**src/rtl/scarv_cop_mp_seq_pkg.sv**
```systemverilog
// Shared definitions for the multi-precision sequencer: command op and FSM
// state encodings, the ALU subclass codes it issues, and small op helpers.
package scarv_cop_mp_seq_pkg;

    // Command op encoding as presented on cmd_op.
    typedef enum logic [1:0] {
        OP_ADD = 2'd0,
        OP_SUB = 2'd1,
        OP_EQU = 2'd2,
        OP_LTU = 2'd3
    } mp_op_t;

    // Sequencer states.
    typedef enum logic [2:0] {
        ST_IDLE = 3'd0,
        ST_RDA  = 3'd1,
        ST_RDB  = 3'd2,
        ST_LDB  = 3'd3,
        ST_EXEC = 3'd4,
        ST_WB   = 3'd5,
        ST_FIN  = 3'd6
    } mp_state_t;

    // Multi-precision ALU subclasses (common coprocessor encoding).
    localparam logic [3:0] SCLASS_EQU_MP  = 4'b0001;
    localparam logic [3:0] SCLASS_LTU_MP  = 4'b0010;
    localparam logic [3:0] SCLASS_ADD3_MP = 4'b0100;
    localparam logic [3:0] SCLASS_SUB3_MP = 4'b0110;

    // Add/sub produce result limbs; compares only produce a flag.
    function automatic logic is_arith(input mp_op_t op);
        return (op == OP_ADD) || (op == OP_SUB);
    endfunction

    // Chain seed: no carry/borrow/less-than yet, equality assumed until disproved.
    function automatic logic chain_init(input mp_op_t op);
        return op == OP_EQU;
    endfunction

    function automatic logic [3:0] op_sclass(input mp_op_t op);
        case (op)
            OP_ADD:  return SCLASS_ADD3_MP;
            OP_SUB:  return SCLASS_SUB3_MP;
            OP_EQU:  return SCLASS_EQU_MP;
            default: return SCLASS_LTU_MP;
        endcase
    endfunction

endpackage

```
**src/rtl/scarv_cop_mp_seq.sv**
```systemverilog
// Multi-limb sequencer for the coprocessor multi-precision ALU.
// Walks A and B least-significant limb first, issues one single-limb
// add3/sub3/equ/ltu per limb, chains carry/borrow/compare state, writes
// result limbs back (add/sub) and reports a final flag with a done pulse.
// Ports:
//   g_clk, g_resetn       clock, async active-low reset
//   cmd_*                 command handshake and fields (op, limb count, bases)
//   done, res_flag        completion pulse and final carry/borrow/compare flag
//   lmb_*                 limb memory read (1-cycle latency) and write ports
//   malu_*                single-limb ALU instruction and writeback
module scarv_cop_mp_seq
    import scarv_cop_mp_seq_pkg::*;
#(
    parameter int unsigned ADDR_W  = 5,
    parameter int unsigned NLIMB_W = 5
) (
    input  logic               g_clk,
    input  logic               g_resetn,

    input  logic               cmd_valid,
    output logic               cmd_ready,
    input  logic [1:0]         cmd_op,
    input  logic [NLIMB_W-1:0] cmd_nlimbs,
    input  logic [ADDR_W-1:0]  cmd_a_base,
    input  logic [ADDR_W-1:0]  cmd_b_base,
    input  logic [ADDR_W-1:0]  cmd_d_base,

    output logic               done,
    output logic               res_flag,

    output logic               lmb_re,
    output logic [ADDR_W-1:0]  lmb_raddr,
    input  logic [31:0]        lmb_rdata,
    output logic               lmb_we,
    output logic [ADDR_W-1:0]  lmb_waddr,
    output logic [31:0]        lmb_wdata,

    output logic               malu_ivalid,
    output logic [3:0]         malu_subclass,
    output logic [31:0]        malu_rs1,
    output logic [31:0]        malu_rs2,
    output logic [31:0]        malu_rs3,
    output logic [31:0]        malu_gpr_rs1,
    input  logic               malu_idone,
    input  logic [3:0]         malu_rd_ben,
    input  logic [31:0]        malu_rd_wdata
);

    mp_state_t          state_q;
    mp_op_t             op_q;
    logic [NLIMB_W-1:0] nlimbs_q;
    logic [NLIMB_W-1:0] idx_q;
    logic [ADDR_W-1:0]  a_base_q;
    logic [ADDR_W-1:0]  b_base_q;
    logic [ADDR_W-1:0]  d_base_q;
    logic               chain_q;
    logic [31:0]        a_q;
    logic [31:0]        sum_q;
    logic               sum_seen_q;

    logic [NLIMB_W-1:0] idx_inc_c;
    logic [ADDR_W-1:0]  b_addr_c;
    logic [ADDR_W-1:0]  d_addr_c;
    logic [ADDR_W-1:0]  a_next_c;
    logic               last_limb_c;

    // Per-base address adders; addresses wrap modulo 2^ADDR_W.
    assign idx_inc_c   = idx_q + NLIMB_W'(1);
    assign b_addr_c    = b_base_q + ADDR_W'(idx_q);
    assign d_addr_c    = d_base_q + ADDR_W'(idx_q);
    assign a_next_c    = a_base_q + ADDR_W'(idx_inc_c);
    assign last_limb_c = (idx_q == (nlimbs_q - NLIMB_W'(1)));

    // Sequencer FSM; every output is a register updated on the transition
    // into the state that owns it.
    always_ff @(posedge g_clk or negedge g_resetn) begin
        if (!g_resetn) begin
            state_q       <= ST_IDLE;
            op_q          <= OP_ADD;
            nlimbs_q      <= '0;
            idx_q         <= '0;
            a_base_q      <= '0;
            b_base_q      <= '0;
            d_base_q      <= '0;
            chain_q       <= 1'b0;
            a_q           <= '0;
            sum_q         <= '0;
            sum_seen_q    <= 1'b0;
            cmd_ready     <= 1'b1;
            done          <= 1'b0;
            res_flag      <= 1'b0;
            lmb_re        <= 1'b0;
            lmb_raddr     <= '0;
            lmb_we        <= 1'b0;
            lmb_waddr     <= '0;
            lmb_wdata     <= '0;
            malu_ivalid   <= 1'b0;
            malu_subclass <= '0;
            malu_rs1      <= '0;
            malu_rs2      <= '0;
            malu_rs3      <= '0;
            malu_gpr_rs1  <= '0;
        end else begin
            case (state_q)
                ST_IDLE: begin
                    if (cmd_valid) begin
                        op_q      <= mp_op_t'(cmd_op);
                        nlimbs_q  <= cmd_nlimbs;
                        a_base_q  <= cmd_a_base;
                        b_base_q  <= cmd_b_base;
                        d_base_q  <= cmd_d_base;
                        idx_q     <= '0;
                        chain_q   <= chain_init(mp_op_t'(cmd_op));
                        cmd_ready <= 1'b0;
                        if (cmd_nlimbs == '0) begin
                            // Empty operands: the flag is just the chain seed.
                            state_q  <= ST_FIN;
                            done     <= 1'b1;
                            res_flag <= chain_init(mp_op_t'(cmd_op));
                        end else begin
                            state_q   <= ST_RDA;
                            lmb_re    <= 1'b1;
                            lmb_raddr <= cmd_a_base;
                        end
                    end
                end

                ST_RDA: begin
                    state_q   <= ST_RDB;
                    lmb_raddr <= b_addr_c;
                end

                ST_RDB: begin
                    state_q <= ST_LDB;
                    a_q     <= lmb_rdata;
                    lmb_re  <= 1'b0;
                end

                // B lands straight in its operand register; no separate copy.
                ST_LDB: begin
                    state_q       <= ST_EXEC;
                    sum_seen_q    <= 1'b0;
                    malu_ivalid   <= 1'b1;
                    malu_subclass <= op_sclass(op_q);
                    if (is_arith(op_q)) begin
                        malu_rs1     <= a_q;
                        malu_rs2     <= lmb_rdata;
                        malu_rs3     <= {31'b0, chain_q};
                        malu_gpr_rs1 <= '0;
                    end else begin
                        malu_rs1     <= '0;
                        malu_rs2     <= a_q;
                        malu_rs3     <= lmb_rdata;
                        malu_gpr_rs1 <= {31'b0, chain_q};
                    end
                end

                ST_EXEC: begin
                    // Low result word arrives on the first enabled beat before idone.
                    if ((malu_rd_ben != 4'b0) && !malu_idone && !sum_seen_q) begin
                        sum_q      <= malu_rd_wdata;
                        sum_seen_q <= 1'b1;
                    end
                    if (malu_idone) begin
                        state_q     <= ST_WB;
                        malu_ivalid <= 1'b0;
                        if (is_arith(op_q)) begin
                            // High word: 1 for carry, all-ones for borrow, else 0.
                            chain_q   <= |malu_rd_wdata;
                            lmb_we    <= 1'b1;
                            lmb_waddr <= d_addr_c;
                            lmb_wdata <= sum_q;
                        end else begin
                            chain_q <= malu_rd_wdata[0];
                        end
                    end
                end

                ST_WB: begin
                    lmb_we <= 1'b0;
                    if (last_limb_c) begin
                        state_q  <= ST_FIN;
                        done     <= 1'b1;
                        res_flag <= chain_q;
                    end else begin
                        state_q   <= ST_RDA;
                        idx_q     <= idx_inc_c;
                        lmb_re    <= 1'b1;
                        lmb_raddr <= a_next_c;
                    end
                end

                ST_FIN: begin
                    state_q   <= ST_IDLE;
                    done      <= 1'b0;
                    cmd_ready <= 1'b1;
                end

                default: begin
                    state_q   <= ST_IDLE;
                    cmd_ready <= 1'b1;
                end
            endcase
        end
    end

endmodule

```
**config.mk**
```make
export PLATFORM = sky130hd
export DESIGN_NAME = scarv_cop_mp_seq
export DESIGN_NICKNAME = d
export VERILOG_FILES = /design/src/rtl/scarv_cop_mp_seq_pkg.sv /design/src/rtl/scarv_cop_mp_seq.sv
export SDC_FILE = /design/constraint.sdc
export NUM_CORES = 1
export LEC_CHECK = 0
export CORE_ASPECT_RATIO = 2
export CORE_UTILIZATION = 50
export DETAILED_ROUTE_END_ITERATION = 10
export HOLD_SLACK_MARGIN = 0.1
export PLACE_DENSITY = 0.89
export SYNTH_ARGS = -nofsm -noshare
export SYNTH_HDL_FRONTEND = slang
export SYNTH_SLANG_ARGS = --single-unit
```
**constraint.sdc**
```tcl
create_clock -name g_clk -period 2.3 [get_ports g_clk]
set_input_delay 0.46 -clock g_clk [delete_from_list [all_inputs] [get_ports g_clk]]
set_output_delay 0.46 -clock g_clk [all_outputs]
set_load 0.1 [all_outputs]
```
## After elaboration in Yosys (flattened, before gate mapping)

Index checks and enable logic that the tools add are counted.

| word-level totals | value |
|---|---|
| bits of input ports | 94 |
| bits in read-only memories | 0 |
| bits in writable memories | 0 |
| bits in latches | 0 |
| word-level logic and storage cells | 123 |
| bits in registers | 276 |
| memories kept | 0 |
| output and inout bits | 180 |

| cells by class | value |
|---|---|
| reduce and logical (&&, ||, !) cells | 32 |
| muxes and demuxes | 42 |
| $lt $le $gt $ge | 0 |
| shift-type cells | 0 |
| eq/ne operators | 18 |
| bitwise gates (word level) | 1 |
| div/mod/pow operators | 0 |
| multiply operators | 0 |
| $add $sub $neg | 5 |

Operators with widths:

| operator | count |
|---|---|
| 32-bit two-way mux | 3 |
| 32-bit OR reduction | 1 |
| 5-bit two-way mux | 5 |
| 1-bit two-way mux | 18 |
| 3-bit one-hot mux with 6 select lines | 1 |
| 2-bit inequality test (second input constant) | 8 |
| 4-bit AND reduction | 4 |
| 5-bit adder | 3 |
| 5-bit one-hot mux with 3 select lines | 1 |
| 3-bit two-way mux | 4 |
| 1-bit one-hot mux with 2 select lines | 6 |
| 2-bit AND reduction | 6 |
| 3-bit AND reduction | 4 |
| 5-bit one-hot mux with 2 select lines | 1 |
| 3-bit == test (second input constant) | 3 |
| 3-bit one-hot mux with 3 select lines | 1 |
| 3-bit nonzero test | 3 |
| 2-bit nonzero test | 4 |
| 3-bit by 2-bit == test with 1-bit output (second input constant) | 2 |
| 1-bit one-hot mux with 3 select lines | 2 |
| 5-bit by 1-bit adder with 5-bit output (second input constant) | 1 |
| 5-bit == test | 1 |
| 5-bit logical NOT | 1 |
| 5-bit OR reduction | 1 |
| other kinds (11) | 14 |

## Depth between registers and ports, before layout

| logic depth | value |
|---|---|
| depth in word-level cells | 5 |
| depth in mapped cells | 9 |

## Least setup slack after synthesis

Ideal clock, no wire load.

| path | value |
|---|---|
| path kind | reg-to-reg |
| from | register idx_q[0] |
| to | register lmb_raddr[4] |
| arrival | 1.956 ns |
| data required time | 2.177 ns |
| stages on the path, launching flop included | 10 |
| buffers on the path | 0 |
| setup time | 0.123 ns |
| slack | 0.221 ns |
| clock period less this slack | 2.079 ns |
| cell sequence | dfrtp_1 ha_1 or2b_1 nand2_1 ha_1 a21o_1 a21oi_1 xnor2_1 nand2_1 a32o_1 |

| between the ends | value |
|---|---|
| cells in the longest elaborated chain, start to end | 4 |
| elaborated cells between the ends (all ways) | 8 |
| those cells by class | add/sub (3); eq/ne (2); mux (2); reduce/logical (1) |

RTL lines:

| element | line | source |
|---|---|---|
| start: declaration | scarv_cop_mp_seq.sv:52 | `logic [NLIMB_W-1:0] idx_q;` |
| start signal: assignment | scarv_cop_mp_seq.sv:187 | `idx_q <= idx_inc_c;` |
| 5-bit by 1-bit adder with 5-bit output | scarv_cop_mp_seq.sv:68 | `assign idx_inc_c = idx_q + NLIMB_W'(1);` |
| 5-bit adder | scarv_cop_mp_seq.sv:71 | `assign a_next_c = a_base_q + ADDR_W'(idx_inc_c);` |
| 5-bit two-way mux | scarv_cop_mp_seq.sv:181 | `if (last_limb_c) begin` |
| 5-bit one-hot mux with 3 select lines | scarv_cop_mp_seq.sv:104 | `case (state_q)` |
| end signal: assignment | scarv_cop_mp_seq.sv:123 | `lmb_raddr <= cmd_a_base;` |
| end signal: assignment | scarv_cop_mp_seq.sv:130 | `lmb_raddr <= b_addr_c;` |
| end signal: assignment | scarv_cop_mp_seq.sv:189 | `lmb_raddr <= a_next_c;` |
| end: declaration | scarv_cop_mp_seq.sv:32 | `output logic [ADDR_W-1:0] lmb_raddr,` |

Several ways; a longest one is shown, not always the timed one. The select of a mux whose other input is x is not followed.
A chain may end at the register's enable or synchronous reset.

## Worst setup path after layout

| path | value |
|---|---|
| from | register nlimbs_q[0] |
| to | register lmb_raddr[0] |

| between the ends | value |
|---|---|
| cells in the longest elaborated chain, start to end | 4 |

RTL lines:

| element | line | source |
|---|---|---|
| start: declaration | scarv_cop_mp_seq.sv:51 | `logic [NLIMB_W-1:0] nlimbs_q;` |
| start signal: assignment | scarv_cop_mp_seq.sv:108 | `nlimbs_q <= cmd_nlimbs;` |
| 5-bit by 1-bit subtractor with 5-bit output | scarv_cop_mp_seq.sv:72 | `assign last_limb_c = (idx_q == (nlimbs_q - NLIMB_W'(1)));` |
| 5-bit == test | scarv_cop_mp_seq.sv:72 |  |
| 2-bit inequality test (no line) | n/a |  |
| 4-bit AND reduction (no line) | n/a |  |

Every way passes these cells.

==> impl_metrics.ini <==
[detailed_routing]
drtIter0Drc = 464
wl_per_cell_microns = 17.0
viasPerCell = 5.29
num_vias = 8306
wl_mm = 26.7
drc = 0
drt-pass1-iter-count = 5
ant_nets = 0

[global_route]
antenna_found_initial = 0
grt_pass1_wl_mm = 43.2
grt_start_max_net_pins = 103
overflow = 0
grt_pass1_vias = 8766
gr-usage-all-layers_pct = 24.5

[critical_path]
required_ns = 2.69
criticalPathCategory = flop to flop
end_kind = flop
cp-start-kind = flop
cp_max_fo = 5
crit_arrival_ns = 2.55

[sta]
maxSlewHeadroom_pct = 45.2
period_share_pct = 94.0
setup_viol = 0
rsz0062_at_grt = false
fin_crit_ns = 2.16
fmax_mhz = 463
fin_skew_ns = 0.0108
hold_viol = 0
worst_pin_slew_ns = 0.822
setup_tns_ns = 0
maxSlewViolCount = 0

[placed_design]
port_buffers = 241
hpwl_mm = 19.0
place_congestion = 0.834

[synth]
synth_cell_types = 61
yosys_warnings = 0
synth_seq_cells = 244
netlist.area_leader.share_pct = 56.0
synth_edf_count = 0
synth_ff_type = dfrtp_1
async_flop_share_pct = 100
yosys-top-cells-count = nand2_1 (308), dfrtp_1 (243), o21ai_0 (116), mux2_2 (61), nand2b_1 (39)
synthTopCellsByArea = dfrtp_1 (56%), nand2_1 (11%), mux2_2 (6.3%)
syn_area_sq_um = 10900
yosysSeqAreaShare_pct = 56.2
yosysMostFrequentCell = nand2_1
yosys.area.top_type = dfrtp_1
syn_inst = 1050
syn_area_per_cell_sq_um = 10.3

[min_path]
hp-class = flop to flop

[floorplanning]
boundaryPins = 274
dieArea_sq_um = 22400
core_sq_um = 21400
start_util_pct = 50.8
die_y_microns = 210
die_w_microns = 106
row_count = 76

[layout]
num_antenna_cells = 0
drive_gt1_share_pct = 22.7
nFillCells = 1617
fin_nets = 1397
area_growth_pct = 27.7

[clock_network]
numCtsBuffers = 21
cts-root-buf = clkbuf_16
clkLatencyLatePin_ns = 0.51
htree_num_levels = 1
clkSinkCount = 244
cts_tree = done
clk_path_buf_depth = 3
clk_pin_slew_ns = 0.07

[outcome]
outcome = finished clean

[run]
cap_violations = 0
==> placed cells by master (no fill, tap or decap), drive strengths merged, types with 15 or more instances in the layout <==
cell / Yosys / layout
mux2i: 34 / 34
conb: 1 / 32
mux2: 68 / 68
nand2b: 39 / 39
buf: 63 / 181
nor2: 15 / 15
dfrtp: 243 / 243
o21ai: 122 / 122
nand2: 309 / 309
clkbuf: 29 / 30
clkdlybuf4s50: 0 / 92
==> worst paths after layout <==
| path | startpoint | end | slack, ns | depth (start not counted) |
|---|---|---|---|---|
| worst max-delay path | nlimbs_q[0]$_DFFE_PN0P_ | lmb_raddr[0]$_DFFE_PN0P_ | 0.14 | 7 |
| worst min-delay path | sum_q[16]$_DFFE_PN0P_ | lmb_wdata[16]$_DFFE_PN0P_ | 0.47 | 2 |
| worst max register to register | nlimbs_q[0]$_DFFE_PN0P_ | lmb_raddr[0]$_DFFE_PN0P_ | 0.14 | 7 |
| worst min register to register | sum_q[16]$_DFFE_PN0P_ | lmb_wdata[16]$_DFFE_PN0P_ | 0.47 | 2 |
| max in group asynchronous | g_resetn | a_q[13]$_DFFE_PN0P_ | 1.10 | 3 |
| min in group asynchronous | g_resetn | malu_rs1[8]$_DFFE_PN0P_ | 0.48 | 2 |
==> area by class of cell <==
cell class	count	area, sq um	share of cell area, %
inverter	11	41.3	0.298
timing repair buffer	274	2400	17.3
tap	273	342	2.46
clock buffer	30	619	4.46
clock inverter	5	55.1	0.397
multi-input combinational	734	4310	31.1
sequential	244	6110	44.0
==> timing repair <==
| action | CTS | global route |
|---|---|---|
| hold endpoints to repair | 62 | 0 |
| endpoints found under the setup margin | 0 | 1 |
| gates resized for setup | 0 | 1 |
| buffers inserted | 0 | 2 |
| hold buffers | 1 | 0 |
==> cells by family (layout without fill, tap and decap cells) <==
family / Yosys count / after routing / synth area share [%]
xor gates and xnor gates: 20 / 20 / 1.68
buffers and inverters: 103 / 320 / 5.33
and+or+nand+nor: 400 / 400 / 15.7
muxes: 102 / 102 / 10.3
AOI/OAI and AO/OA: 163 / 163 / 8.59
other: 1 / 32 / 0.0345
DFF: 244 / 244 / 56.2
adders and majority gates: 17 / 17 / 2.16
==> stage by stage <==
step | instance area, sq um | cells | utilization [%] | hold slack [ns] | setup slack [ns]
finish | 13900 | 1571 | 64.8 | 0.465 | 0.138
global route | 13900 | 1571 | 64.8 | 0.467 | 0.00736
CTS | 13900 | 1569 | 64.8 | 0.457 | 0.112
detailed placement | 13200 | 1533 | 61.6 | 0.453 | 0.0339
global placement | 13200 | 1533 | 61.6 | 0.443 | 0.0693
floorplan | 11000 | 1081 | - | 0.164 | 0.221
==> state kept, by name (all words and copies together), names as in the netlist, 2 cells and up <==
| register | flops |
|---|---|
| a_q | 32 |
| lmb_wdata | 32 |
| malu_rs1 | 32 |
| malu_rs2 | 32 |
| malu_rs3 | 32 |
| sum_q | 32 |
| a_base_q | 5 |
| b_base_q | 5 |
| d_base_q | 5 |
| idx_q | 5 |
| lmb_raddr | 5 |
| lmb_waddr | 5 |
| nlimbs_q | 5 |
| malu_subclass | 3 |
| state_q | 3 |
| op_q | 2 |
==> routing by layer <==
metal	share of wire [%]	GRT usage, %	vias to the layer above	wire, microns
li1	-	-	3899	-
met1	35	26.1	4020	9410
met2	54	44.5	292	14400
met3	4.7	3.37	95	1260
met4	6.4	16.1	0	1710
met5	0	0	-	0
==> critical path, cell delays in order, from the launching register on <==
cell	delay [ns]
dfrtp_1	0.41
inv_1	0.09
ha_1	0.23
nand4bb_1	0.14
a211oi_2	0.30
o311ai_2	0.24
o21ai_4	0.31
mux2_4	0.33
Power is left out: the tool's default activity adds up to more than one toggle a clock period on the data nets, which glitch-free logic cannot reach.
